--- src/rtl/command_mode_regs.sv ---
// Command, mode, mask, request and terminal-count registers of a DMA controller.
// Optional feature macro CMR_AUTOINIT_EN: end-of-process leaves the mask alone on auto-init channels.
module command_mode_regs #(
  parameter int          NUM_CH    = 4,
  parameter logic [7:0]  CMD_RESET = 8'h00
) (
  input  logic                  clk,
  input  logic                  RESET,
  input  logic                  CS,
  input  logic                  IOR,
  input  logic                  IOW,
  input  logic [3:0]            address,
  input  logic [7:0]            data_in,
  input  logic                  EOP,
  input  logic [NUM_CH-1:0]     tc_ch,
  output logic [7:0]            out_commandWire,
  output logic [6*NUM_CH-1:0]   mode_out,
  output logic [NUM_CH-1:0]     mask_out,
  output logic [NUM_CH-1:0]     request_out,
  output logic [7:0]            data_out,
  output logic                  data_oe,
  output logic                  command_writed
);

  logic                   wr_strobe, rd_strobe, stat_rd, commit, master_clr;
  logic                   wr_q, stat_q;
  logic                   cw_q, cw_d;
  logic [7:0]             cmd_q, cmd_d;
  logic [NUM_CH-1:0][5:0] mode_q, mode_d;
  logic [NUM_CH-1:0]      mask_q, mask_d;
  logic [NUM_CH-1:0]      req_q, req_d;
  logic [NUM_CH-1:0]      tc_q, tc_d;

  assign wr_strobe  = ~CS & ~IOW & IOR;
  assign rd_strobe  = ~CS & ~IOR & IOW;
  assign stat_rd    = rd_strobe & (address == 4'd8);
  // wr_q remembers the strobe, so a long strobe commits only on its first edge
  assign commit     = wr_strobe & ~wr_q;
  assign master_clr = commit & (address == 4'd13);

  always_comb begin
    cmd_d  = cmd_q;
    mode_d = mode_q;
    mask_d = mask_q;
    req_d  = req_q;
    tc_d   = tc_q;
    cw_d   = commit & (address == 4'd8);
    if (commit) begin
      case (address)
        4'd8:  cmd_d = data_in;
        4'd9:  for (int n = 0; n < NUM_CH; n++) if (int'(data_in[1:0]) == n) req_d[n] = data_in[2];
        4'd10: for (int n = 0; n < NUM_CH; n++) if (int'(data_in[1:0]) == n) mask_d[n] = data_in[2];
        4'd11: for (int n = 0; n < NUM_CH; n++) if (int'(data_in[1:0]) == n) mode_d[n] = data_in[7:2];
        4'd14: mask_d = '0;
        4'd15: mask_d = data_in[NUM_CH-1:0];
        default: ;
      endcase
    end
    // End of process is applied on top of any same-cycle CPU write
    if (!EOP) begin
      if (tc_ch == '0) begin
        req_d = '0;
      end else begin
        for (int n = 0; n < NUM_CH; n++) begin
          if (tc_ch[n]) begin
            req_d[n] = 1'b0;
`ifdef CMR_AUTOINIT_EN
            if (!mode_d[n][2]) mask_d[n] = 1'b1;
`else
            mask_d[n] = 1'b1;
`endif
          end
        end
      end
    end
    if (stat_q && !stat_rd) tc_d = '0;
    tc_d = tc_d | tc_ch;
    if (master_clr) begin
      cmd_d  = CMD_RESET;
      mode_d = '0;
      mask_d = '1;
      req_d  = '0;
      tc_d   = '0;
    end
  end

  always_ff @(posedge clk) begin
    if (RESET) begin
      cmd_q  <= CMD_RESET;
      mode_q <= '0;
      mask_q <= '1;
      req_q  <= '0;
      tc_q   <= '0;
      cw_q   <= 1'b0;
      stat_q <= 1'b0;
      wr_q   <= wr_strobe;
    end else begin
      cmd_q  <= cmd_d;
      mode_q <= mode_d;
      mask_q <= mask_d;
      req_q  <= req_d;
      tc_q   <= tc_d;
      cw_q   <= cw_d;
      stat_q <= stat_rd;
      wr_q   <= wr_strobe;
    end
  end

  always_comb begin
    data_out = 8'h00;
    if (stat_rd) begin
      for (int n = 0; n < NUM_CH; n++) begin
        data_out[4+n] = req_q[n];
        data_out[n]   = tc_q[n];
      end
    end
  end

  assign data_oe         = rd_strobe;
  assign out_commandWire = cmd_q;
  assign mode_out        = mode_q;
  assign mask_out        = mask_q;
  assign request_out     = req_q;
  assign command_writed  = cw_q;

endmodule

--- config.mk ---
export PLATFORM = sky130hd
export DESIGN_NAME = command_mode_regs
export DESIGN_NICKNAME = d
export VERILOG_FILES = /design/src/rtl/command_mode_regs.sv
export SDC_FILE = /design/constraint.sdc
export NUM_CORES = 1
export LEC_CHECK = 0
export BUFFER_PORTS_ARGS = -buffer_cell sky130_fd_sc_hd__clkbuf_2
export CAP_MARGIN = 20
export CORE_MARGIN = 4
export CORE_UTILIZATION = 51
export CTS_BUF_LIST = sky130_fd_sc_hd__clkbuf_4 sky130_fd_sc_hd__clkbuf_8
export DETAILED_ROUTE_END_ITERATION = 8
export PLACE_DENSITY = 0.81
export SYNTH_ARGS = -nofsm -noshare
export SYNTH_HDL_FRONTEND = slang
export SYNTH_SLANG_ARGS = --single-unit
--- constraint.sdc ---
create_clock -name clk -period 1.74 [get_ports clk]
set_input_delay 0.174 -clock clk [delete_from_list [all_inputs] [get_ports clk]]
set_output_delay 0.174 -clock clk [all_outputs]
set_load 0.02 [all_outputs]
==> results of run 1 <==
==> worst reg2reg max path, stage by stage, from the launching register on <==
cell,delay (ns)
dfxtp_1,0.33
and3b_1,0.29
and4_1,0.45
mux2i_1,0.27
nor2_1,0.06
==> placed cells by master, fill, tap and decap left out, types with 2 or more instances in the layout <==
master / count
inv_1: 4
o21ai_0: 3
bufinv_16: 2
a21oi_1: 7
dfxtp_1: 47
buf_12: 4
nor2_1: 43
buf_4: 5
a32o_1: 2
and4_1: 3
nand3_1: 2
and2_1: 10
nor2_2: 6
nor3_1: 10
nor3b_1: 2
nand3b_1: 2
mux2i_1: 37
a221oi_1: 2
clkbuf_2: 71
nand4_1: 4
clkbuf_8: 5
nand2_1: 2
nor2b_1: 2
==> logic make-up after synthesis <==
family	after synthesis	share of synthesized area (%)
mux	37	17.8
compound gates	20	6.43
buf+inv	17	6.61
flops	47	45.2
simple gates	94	24.0
==> layer usage <==
layer  GRT usage [%]  wire length (um)  share of wire [%]
met1            26.0              2090                 43
met2            30.0              2370                 49
met3            4.29               346                7.1
met4            6.89                68                1.4
met5               0                 0                  0
==> metrics by stage <==
| stage | instances | hold slack [ns] | util (%) |
|---|---|---|---|
| 2_1_floorplan | 215 | 0.246 | - |
| 3_3_place_gp | 331 | 0.397 | 65.7 |
| 3_5_place_dp | 331 | 0.396 | 65.7 |
| 4_1_cts | 339 | 0.0790 | 69.4 |
| 5_1_grt | 339 | 0.0912 | 69.4 |
| 6_report | 339 | 0.0938 | 69.4 |
==> worst max path at each step <==
stage                                            to        from
after floorplan            mode_out[1]$_SDFFE_PP0P_          CS
after global placement    mode_out[20]$_SDFFE_PP0P_          CS
after detailed placement  mode_out[19]$_SDFFE_PP0P_          CS
after CTS                               data_out[1]  address[1]
after global routing                    data_out[3]  address[1]
final                                   data_out[1]  address[1]
==> layout make-up <==
cell class / count / area, sq um
well taps: 48 / 60.1
clock buffers: 5 / 68.8
fillers: 300 / 1160
inverters: 5 / 18.8
multi-input cells: 151 / 1000
flip-flops and latches: 47 / 941
repair buffers: 80 / 473
clock inverters: 3 / 71.3
==> report_power, final <==
| group | switching (mW) | internal, mW | leakage [nW] | total (mW) |
|---|---|---|---|---|
| Sequential | 0.00432 | 1.08 | 0.380 | 1.09 |
| Combinational | 0.100 | 0.0653 | 0.770 | 0.165 |
| Clock | 0.374 | 0.583 | 0.0703 | 0.957 |
==> registers in the layout, summed over array words and instances (netlist names) <==
signal           flops
request_out          4
stat_q               1
mode_out            24
out_commandWire      8
wr_q                 1
mask_out             4
command_writed       1
tc_q                 4
==> impl_metrics.sql, run 1 <==
INSERT INTO impl_metrics (metric_group, metric, value, unit) VALUES
('final_layout', 'antenna_cells_inserted', '0', ''),
('logic_synthesis', 'synth_seq_area_share', '45.2', '%'),
('global_routing', 'globalRoute.totalOverflow', '0', ''),
('die', 'initial_utilization', '54.8', '%'),
('worst_setup_path', 'worst-path-buf-inv', '3', ''),
('global_routing', 'overall_track_demand_over_capacity_in_global_routing', '19.2', '%'),
('worst_setup_path', 'cpMaxStageDelayCell', 'or4b_1', ''),
('final_layout', 'nets', '312', ''),
('place', 'gpl.final_weighted_congestion', '0.880', ''),
('worst_setup_path', 'crit_top_cell', 'clkbuf_2', ''),
('final_layout', 'final_layout_size_suffix_gt1_share', '34.0', '%'),
('global_routing', 'number_of_global_route_vias_before_repair', '1610', ''),
('worst_setup_path', 'cp.arrival', '1.45', 'ns'),
('detailed_routing', 'ant_nets', '0', ''),
('clock_tree', 'cts-root-buf', 'clkbuf_8', ''),
('timing', 'layout_setup_ws', '0.120', 'ns'),
('worst_setup_path', 'internal_reg_to_reg_setup_slack', '0.24', 'ns'),
('global_routing', 'grt_pass1_wl', '7760', 'um'),
('clock_tree', 'cts.htree.levels', '2', ''),
('clock_tree', 'worst_setup_hold_path_clk_slew', '0.08', 'ns'),
('outcome', 'run_status', 'finished clean', ''),
('flow_run', 'max_cap_violations', '0', ''),
('clock_tree', 'cts_resized', '0', ''),
('worst_setup_path', 'critical-path-max-stage-delay', '0.59', 'ns'),
('logic_synthesis', 'post-synth-top-area-fraction', '45.2', '%'),
('detailed_routing', 'first_iter_violations', '181', ''),
('timing', 'slew_headroom', '74.5', '%'),
('timing', 'timing.final.max_slew_violations', '0', ''),
('clock_tree', 'number_of_buffers_inserted_for_hold_repair_after_clock_tree_synthesis', '0', ''),
('logic_synthesis', 'async_reset_ff_share', '0', '%'),
('worst_hold_path', 'hold_end', 'command_writed$_SDFF_PP0_', ''),
('detailed_routing', 'via_count', '1792', ''),
('place', 'post-place-ws', '0.0963', 'ns'),
('place', 'placement.io_buffers', '71', ''),
('die', 'die_h', '71.9', 'um'),
('die', 'rows', '22', ''),
('logic_synthesis', 'yosys_warnings', '0', ''),
('logic_synthesis', 'synthesis.instances', '215', ''),
('clock_tree', 'number_of_clock_sinks_seen_by_cts', '47', ''),
('pwr', 'p_per_area', '839', 'nW/um^2'),
('global_routing', 'antenna_violations_before_repair', '0', ''),
('final_layout', 'synthToLayoutAreaGrowth', '26.6', '%'),
('place', 'postPlaceCellArea', '2500', 'sq um'),
('pwr', 'vdd.ir_drop.worst', '483', 'uV'),
('clock_tree', 'clock_insertion_delay_worst_skew', '0.30', 'ns'),
('logic_synthesis', 'synthFlopType', 'dfxtp_1', ''),
('logic_synthesis', 'synth_edf_count', '0', ''),
('logic_synthesis', 'number_of_flip_flops_and_latches_in_the_synthesized_netlist', '47', ''),
('worst_hold_path', 'holdCritPathClass', 'input pin to register', ''),
('timing', 'clock.fmax', '617', 'MHz'),
('die', 'core', '3800', 'sq um'),
('worst_setup_path', 'timing.setup.critical_path_class', 'input pin to output pin', ''),
('final_layout', 'postLayoutCellArea', '2640', 'sq um'),
('worst_setup_path', 'critPathRequiredTime', '1.57', 'ns'),
('die', 'fp.dieArea', '5170', 'sq um'),
('worst_setup_path', 'critical_path.startpoint_type', 'input pin', ''),
('timing', 'layout_min_cycle_time', '1.62', 'ns'),
('timing', 'unrepaired_setup_endpoints_after_global_routing', 'false', ''),
('clock_tree', 'cts.path.max_buffers', '2', ''),
('detailed_routing', 'drt-pass1-iter-count', '4', ''),
('pwr', 'leakage', '1.22', 'nW'),
('detailed_routing', 'drc_errors', '0', ''),
('die', 'fp.dieW', '71.9', 'um'),
('worst_setup_path', 'regToRegEndpoint', 'mode_out[19]$_SDFFE_PP0P_', ''),
('timing', 'clock_skew', '0.00762', 'ns'),
('timing', 'finalHoldViolations', '0', ''),
('clock_tree', 'cts_post_setup_buffers_inserted', '0', ''),
('timing', 'layout_worst_path_cycle_share', '93.1', '%'),
('worst_setup_path', 'cpLargestDelayFamily', 'simple AND/OR/NAND/NOR gates', ''),
('worst_hold_path', 'worst_hold_path.num_cells', '2', ''),
('die', 'boundaryPins', '72', '');
No activity file was read; power rests on OpenSTA's default activity.
==> run 2: changes to the inputs <==
ABC_AREA = 1   (was not set)
==> run 2 against run 1 <==
Effect of this change: design area decreased by 2.1%; combinational power about the same; fmax increased by 18%; worst hold slack improved by 0.048 ns; flip-flop and latch count unchanged; largest power group unchanged; non-clock buffer count decreased by 8; first-iteration DRC count decreased by 41%.
==> impl_metrics.sql, run 2 <==
INSERT INTO impl_metrics (metric_group, metric, value, unit) VALUES
('outcome', 'run_status', 'finished clean', ''),
('logic_synthesis', 'post-synth-top-area-cell', 'dfxtp_1', ''),
('timing', 'unrepaired_setup_endpoints_after_global_routing', 'false', ''),
('timing', 'worstMarginPinSlew', '0.488', 'ns'),
('timing', 'tns', '0', 'ns'),
('logic_synthesis', 'yosys_warnings', '0', ''),
('worst_setup_path', 'critical-path-max-stage-delay', '0.44', 'ns'),
('worst_setup_path', 'cpMaxStageDelayCell', 'o21ai_2', ''),
('worst_setup_path', 'critical_path.startpoint_type', 'register', ''),
('clock_tree', 'clock_tree_from_tritoncts', 'yes', ''),
('logic_synthesis', 'yosysMostFrequentCell', 'nor2_1', ''),
('timing', 'layout_worst_path_cycle_share', '79.0', '%'),
('detailed_routing', 'drc_errors', '0', ''),
('timing', 'finalSetupViolCount', '0', ''),
('die', 'fp.dieW', '71.9', 'um'),
('timing', 'slew_headroom', '67.5', '%'),
('pwr', 'switch_pwr', '470', 'uW'),
('final_layout', 'layout.cells.most_common_list', '76 x nor2_1, 71 x clkbuf_2, 66 x nand2_1', ''),
('logic_synthesis', 'synthFlopType', 'dfxtp_1', ''),
('place', 'gpl.final_weighted_congestion', '0.871', ''),
('worst_setup_path', 'cp_max_fo', '12', ''),
('global_routing', 'overall_track_demand_over_capacity_in_global_routing', '20.3', '%'),
('worst_hold_path', 'min-delay-start', 'tc_ch[2]', ''),
('logic_synthesis', 'postSynthNetCount', '327', ''),
('worst_setup_path', 'cpLargestDelayFamily', 'compound AO/OA/AOI/OAI gates', ''),
('final_layout', 'num-fill-cells', '372', ''),
('clock_tree', 'number_of_clock_sinks_seen_by_cts', '47', ''),
('clock_tree', 'worst_setup_hold_path_clk_slew', '0.08', 'ns'),
('die', 'initial_utilization', '54.7', '%'),
('logic_synthesis', 'synth.top_cells.by_area', 'dfxtp_1 45%, nor2_1 14%, nand2_1 12%, o21ai_0 6.5%, inv_1 5.2%', ''),
('worst_setup_path', 'crit_path_cell_trace', 'inv_1 > nand3_4 > o21ai_2 > buf_4 > a21oi_1', ''),
('logic_synthesis', 'synthesis.area', '2080', 'sq um'),
('pwr', 'leakage', '1.25', 'nW'),
('detailed_routing', 'first_iter_violations', '106', ''),
('die', 'fp.dieArea', '5160', 'sq um'),
('logic_synthesis', 'synthesis.instances', '305', ''),
('timing', 'clock_skew', '0.00491', 'ns'),
('worst_setup_path', 'internal_reg_to_reg_setup_slack', '0.37', 'ns'),
('final_layout', 'final_layout_size_suffix_gt1_share', '27.2', '%'),
('worst_setup_path', 'regToRegEndpoint', 'out_commandWire[4]$_SDFFE_PP0P_', ''),
('final_layout', 'largest_reg_flops', '24', ''),
('die', 'die_h', '71.9', 'um'),
('flow_run', 'max_cap_violations', '0', ''),
('timing', 'timing.final.max_slew_violations', '0', ''),
('clock_tree', 'cts.htree.levels', '2', ''),
('worst_setup_path', 'critPathRequiredTime', '1.93', 'ns'),
('global_routing', 'number_of_global_route_vias_before_repair', '1911', ''),
('clock_tree', 'cts.path.max_buffers', '2', ''),
('detailed_routing', 'ant_nets', '0', ''),
('pwr', 'vdd.ir_drop.worst', '549', 'uV'),
('worst_hold_path', 'hold_end', 'tc_q[2]$_SDFF_PP0_', ''),
('place', 'placement.io_buffers', '71', ''),
('pwr', 'intPower', '1.56', 'mW'),
('clock_tree', 'cts_buffers', '5', ''),
('global_routing', 'grt_pass1_wl', '8380', 'um'),
('logic_synthesis', 'post-synth-top-area-fraction', '45.2', '%'),
('logic_synthesis', 'netlist_top_cells_count', '76 x nor2_1, 66 x nand2_1, 47 x dfxtp_1, 29 x inv_1, 27 x o21ai_0', ''),
('timing', 'layout_min_cycle_time', '1.37', 'ns'),
('detailed_routing', 'routedWlPerCell', '11.7', 'um'),
('global_routing', 'antenna_violations_before_repair', '0', ''),
('detailed_routing', 'via_count', '2058', ''),
('pwr', 'power.sequential.fraction', '53.7', '%'),
('worst_setup_path', 'timing.setup.critical_path_class', 'register to register', ''),
('die', 'core', '3800', 'sq um'),
('die', 'boundaryPins', '72', ''),
('clock_tree', 'cts_post_setup_buffers_inserted', '0', ''),
('timing', 'clock.fmax', '728', 'MHz'),
('logic_synthesis', 'synth_edf_count', '0', ''),
('pwr', 'p_per_area', '786', 'nW/um^2'),
('global_routing', 'globalRoute.totalOverflow', '0', ''),
('logic_synthesis', 'yosysUniqueCellTypes', '20', ''),
('clock_tree', 'cts-root-buf', 'clkbuf_8', ''),
('place', 'dp_hpwl', '3920', 'um'),
('detailed_routing', 'drt-total-wl', '4990', 'um'),
('final_layout', 'most_common_library_cell_in_the_layout_ignoring_fill_and_taps', 'nor2_1', ''),
('final_layout', 'post-route-util', '68.0', '%'),
('final_layout', 'nets', '401', ''),
('worst_setup_path', 'endpoint_kind', 'register', ''),
('final_layout', 'synthToLayoutAreaGrowth', '24.1', '%'),
('worst_setup_path', 'timing.rr.start', 'wr_q$_DFF_P_', ''),
('worst_hold_path', 'holdCritPathClass', 'input pin to register', ''),
('die', 'rows', '22', ''),
('logic_synthesis', 'synth_seq_area_share', '45.2', '%'),
('clock_tree', 'number_of_buffers_inserted_for_hold_repair_after_clock_tree_synthesis', '0', ''),
('worst_setup_path', 'worst-path-buf-inv', '2', ''),
('pwr', 'switching_fraction_of_total_power', '23.2', '%'),
('pwr', 'finalPower', '2.03', 'mW'),
('final_layout', 'antenna_cells_inserted', '0', ''),
('detailed_routing', 'via_per_inst', '4.82', ''),
('pwr', 'p_clk_share', '38.0', '%'),
('timing', 'finalHoldViolations', '0', ''),
('logic_synthesis', 'synth.avg_cell_area', '6.82', 'sq um'),
('logic_synthesis', 'async_reset_ff_share', '0', '%'),
('global_routing', 'grt_max_degree', '28', ''),
('clock_tree', 'cts_resized', '0', ''),
('worst_hold_path', 'worst_hold_path.num_cells', '3', ''),
('clock_tree', 'clock_insertion_delay_worst_skew', '0.30', 'ns'),
('detailed_routing', 'drt-pass1-iter-count', '4', ''),
('worst_setup_path', 'cp.arrival', '1.56', 'ns'),
('worst_setup_path', 'reg2regPathDepth', '5', ''),
('pwr', 'power.share.combinational', '8.3', '%'),
('logic_synthesis', 'number_of_flip_flops_and_latches_in_the_synthesized_netlist', '47', '');
-- run 2: stage by stage --
step	setup WS (ns)	hold slack, ns	cell area (sq um)	cells
2_1_floorplan	0.406	0.246	2080	305
3_5_place_dp	0.307	0.444	2470	420
5_1_grt	0.177	0.137	2580	427
6_report	0.366	0.142	2580	427
4_1_cts	0.366	0.136	2580	427
3_3_place_gp	0.341	0.447	2470	420
-- run 2: power by group through the flow --
stage | logic [mW] | clock network [mW] | registers (mW)
after floorplan | 0.0983 | 0 | 1.12
after global routing | 0.190 | 0.822 | 1.09
after detailed placement | 0.167 | 0 | 1.12
after CTS | 0.168 | 0.783 | 1.09
final | 0.168 | 0.771 | 1.09
after global placement | 0.164 | 0 | 1.12
-- run 2: worst register-to-register path, stage by stage, from the launching register on --
cell,delay (ns)
dfxtp_1,0.31
inv_1,0.08
nand3_4,0.15
o21ai_2,0.45
buf_4,0.23
a21oi_1,0.04
-- run 2: logic make-up after synthesis --
logic type | synth area share (%)
buf+inv | 7.64
compound gates | 10.7
flops | 45.2
simple gates | 36.4
-- run 2: worst max-delay path by stage --
| stage | endpoint | slack [ns] | cells after the start | start |
|---|---|---|---|---|
| 5_1_grt | mode_out[0]$_SDFFE_PP0P_ | 0.18 | 6 | wr_q$_DFF_P_ |
| 6_report | out_commandWire[4]$_SDFFE_PP0P_ | 0.37 | 5 | wr_q$_DFF_P_ |
| 3_5_place_dp | out_commandWire[4]$_SDFFE_PP0P_ | 0.31 | 6 | CS |
| 4_1_cts | out_commandWire[4]$_SDFFE_PP0P_ | 0.37 | 5 | wr_q$_DFF_P_ |
| 2_1_floorplan | data_out[0] | 0.41 | 5 | IOR |
| 3_3_place_gp | out_commandWire[6]$_SDFFE_PP0P_ | 0.34 | 6 | CS |
-- run 2: layer usage --
metal	GRT usage [%]	vias to the layer above	wire length (um)
met2	31.8	69	2280
met4	7.10	0	48
li1	-	1098	-
met3	3.79	6	363
met5	0	-	0
met1	27.8	885	2300
-- run 2: cell type report --
cell class / count / area, sq um / area share (%)
Inverter: 35 / 131 / 5.09
Multi-Input combinational cell: 218 / 980 / 38.0
Tap cell: 48 / 60.1 / 2.33
Clock buffer: 5 / 68.8 / 2.67
Timing Repair Buffer: 72 / 363 / 14.1
Sequential cell: 47 / 941 / 36.5
Clock inverter: 2 / 37.5 / 1.45
==> run 3: changes to the inputs <==
clock period = 1.4 ns   (was 1.74 ns; I/O delays follow)
==> run 3 against run 2 <==
Effect of this change: non-clock buffer count is 3 higher; count of clock-buffer cells in the layout up 1; via count up 1.5%; register-to-register slack worse by 0.18 ns; global-route usage is 0.23 points higher; setup slack worse by 0.18 ns; fmax is 14% higher; first-iteration DRC count grew 89%; power grew 29%; critical path type unchanged; largest cell class unchanged.
==> impl_metrics.sql, run 3 (synthesized netlist as in run 2, its figures left out) <==
INSERT INTO impl_metrics (metric_group, metric, value, unit) VALUES
('outcome', 'run_status', 'finished clean', ''),
('die', 'fp.dieW', '71.9', 'um'),
('final_layout', 'nets', '404', ''),
('global_routing', 'overall_track_demand_over_capacity_in_global_routing', '20.5', '%'),
('worst_setup_path', 'regToRegEndpoint', 'mode_out[2]$_SDFFE_PP0P_', ''),
('timing', 'layout_min_cycle_time', '1.21', 'ns'),
('clock_tree', 'number_of_clock_sinks_seen_by_cts', '47', ''),
('worst_setup_path', 'reg2regPathDepth', '6', ''),
('global_routing', 'antenna_violations_before_repair', '0', ''),
('worst_setup_path', 'critPathRequiredTime', '1.61', 'ns'),
('pwr', 'leakage', '1.28', 'nW'),
('timing', 'clock.fmax', '827', 'MHz'),
('final_layout', 'synthToLayoutAreaGrowth', '26.5', '%'),
('worst_setup_path', 'timing.setup.critical_path_class', 'register to register', ''),
('detailed_routing', 'first_iter_violations', '200', ''),
('detailed_routing', 'drt-pass1-iter-count', '4', ''),
('worst_setup_path', 'endpoint_kind', 'register', ''),
('clock_tree', 'cts_buffers', '5', ''),
('worst_setup_path', 'internal_reg_to_reg_setup_slack', '0.19', 'ns'),
('worst_setup_path', 'cp.arrival', '1.42', 'ns'),
('final_layout', 'final_layout_size_suffix_gt1_share', '27.9', '%'),
('final_layout', 'regArea', '941', 'sq um'),
('worst_setup_path', 'timing.rr.start', 'wr_q$_DFF_P_', ''),
('die', 'fp.dieArea', '5160', 'sq um'),
('place', 'dp_hpwl', '3940', 'um'),
('die', 'die_h', '71.9', 'um'),
('die', 'core', '3800', 'sq um'),
('flow_run', 'max_cap_violations', '0', ''),
('clock_tree', 'cts_resized', '0', ''),
('timing', 'clock_skew', '0.00851', 'ns'),
('final_layout', 'final_cell_count_no_fill', '431', ''),
('global_routing', 'globalRoute.totalOverflow', '0', ''),
('clock_tree', 'clock_insertion_delay_worst_skew', '0.31', 'ns'),
('timing', 'timing.final.max_slew_violations', '0', ''),
('worst_setup_path', 'cp_max_fo', '8', ''),
('detailed_routing', 'drc_errors', '0', ''),
('timing', 'worstMarginPinSlew', '0.345', 'ns'),
('timing', 'finalSetupViolCount', '0', ''),
('final_layout', 'post-route-util', '69.3', '%'),
('final_layout', 'most_common_library_cell_in_the_layout_ignoring_fill_and_taps', 'nor2_1', ''),
('die', 'rows', '22', ''),
('clock_tree', 'cts.htree.levels', '2', ''),
('timing', 'layout_setup_ws', '0.190', 'ns'),
('clock_tree', 'cts_post_setup_buffers_inserted', '0', ''),
('place', 'gpl.final_weighted_congestion', '0.902', ''),
('timing', 'hold_slack', '0.0832', 'ns'),
('die', 'boundaryPins', '72', ''),
('place', 'post-place-ws', '0.139', 'ns'),
('clock_tree', 'clock_tree_from_tritoncts', 'yes', ''),
('clock_tree', 'cts-root-buf', 'clkbuf_8', ''),
('global_routing', 'number_of_global_route_vias_before_repair', '1850', ''),
('detailed_routing', 'via_per_inst', '4.84', ''),
('final_layout', 'largest_reg_flops', '24', ''),
('worst_setup_path', 'critical_path.startpoint_type', 'register', ''),
('place', 'numPlacedInstances', '423', ''),
('worst_hold_path', 'holdCritPathClass', 'input pin to register', ''),
('pwr', 'vdd.ir_drop.worst', '752', 'uV'),
('final_layout', 'antenna_cells_inserted', '0', ''),
('pwr', 'p_per_area', '997', 'nW/um^2'),
('clock_tree', 'worst_setup_hold_path_clk_slew', '0.09', 'ns'),
('detailed_routing', 'routedWlPerCell', '11.7', 'um'),
('pwr', 'finalPower', '2.62', 'mW'),
('detailed_routing', 'via_count', '2088', ''),
('clock_tree', 'cts.path.max_buffers', '2', ''),
('place', 'postPlaceCellArea', '2510', 'sq um'),
('final_layout', 'layout.cells.most_common_list', '76 x nor2_1, 71 x clkbuf_2, 66 x nand2_1', ''),
('die', 'initial_utilization', '54.7', '%'),
('worst_setup_path', 'critPathLaunch', 'wr_q$_DFF_P_', ''),
('timing', 'tns', '0', 'ns'),
('timing', 'slew_headroom', '77.0', '%'),
('timing', 'finalHoldViolations', '0', ''),
('timing', 'layout_worst_path_cycle_share', '86.4', '%'),
('timing', 'unrepaired_setup_endpoints_after_global_routing', 'false', ''),
('detailed_routing', 'ant_nets', '0', ''),
('clock_tree', 'number_of_buffers_inserted_for_hold_repair_after_clock_tree_synthesis', '0', ''),
('final_layout', 'area_occupied_by_multi_input_gates', '980', 'sq um'),
('place', 'placement.io_buffers', '71', ''),
('global_routing', 'grt_pass1_wl', '8310', 'um'),
('final_layout', 'num-fill-cells', '363', ''),
('global_routing', 'grt_max_degree', '25', ''),
('detailed_routing', 'drt-total-wl', '5050', 'um'),
('worst_setup_path', 'cp-endpoint', 'mode_out[2]$_SDFFE_PP0P_', ''),
('final_layout', 'postLayoutCellArea', '2630', 'sq um');
run 3: cell types whose count changed in the layout (fill, tap and decap cells not counted):
cell        before  now
buf_4            1    3
clkinvlp_4       1    0
clkbuf_8         5    6
buf_12           0    1
inv_6            0    1
run 3: power by group:
group	switching [mW]	internal, mW
sequential	0.00661	1.35
combinational	0.141	0.0775
clock	0.463	0.587
run 3: how the worst min path moves through the flow:
stage                                end      from  depth (start not counted)  slack (ns)
2_1_floorplan  command_writed$_SDFF_PP0_     RESET                          1        0.21
3_3_place_gp          tc_q[2]$_SDFF_PP0_  tc_ch[2]                          3        0.41
3_5_place_dp          tc_q[2]$_SDFF_PP0_  tc_ch[2]                          3        0.41
4_1_cts               tc_q[2]$_SDFF_PP0_  tc_ch[2]                          3        0.07
5_1_grt                stat_q$_SDFF_PP0_     RESET                          2        0.08
6_report              tc_q[2]$_SDFF_PP0_  tc_ch[2]                          3        0.08
run 3: metal layers:
| layer | vias to the layer above | global-route usage, % | part of all wire [%] |
|---|---|---|---|
| met3 | 9 | 7.99 | 9.2 |
| met1 | 894 | 26.0 | 44 |
| li1 | 1105 | - | - |
| met2 | 80 | 31.7 | 46 |
| met4 | 0 | 6.89 | 1.2 |
| met5 | - | 0 | 0 |
run 3: area by class of cell:
cell class	instances	share of cell area, %
Clock inverter	2	1.47
Sequential cell	47	35.8
Inverter	35	4.99
Tap cell	48	2.28
Timing Repair Buffer	75	15.1
Multi-Input combinational cell	218	37.2
Clock buffer	6	3.14
run 3: worst max-delay path, cell delays in order (launching register included):
cell	delay [ns]
dfxtp_1	0.31
inv_1	0.09
nand3_4	0.16
nor2_2	0.19
nand2_2	0.12
o21ai_0	0.19
nor2_1	0.05
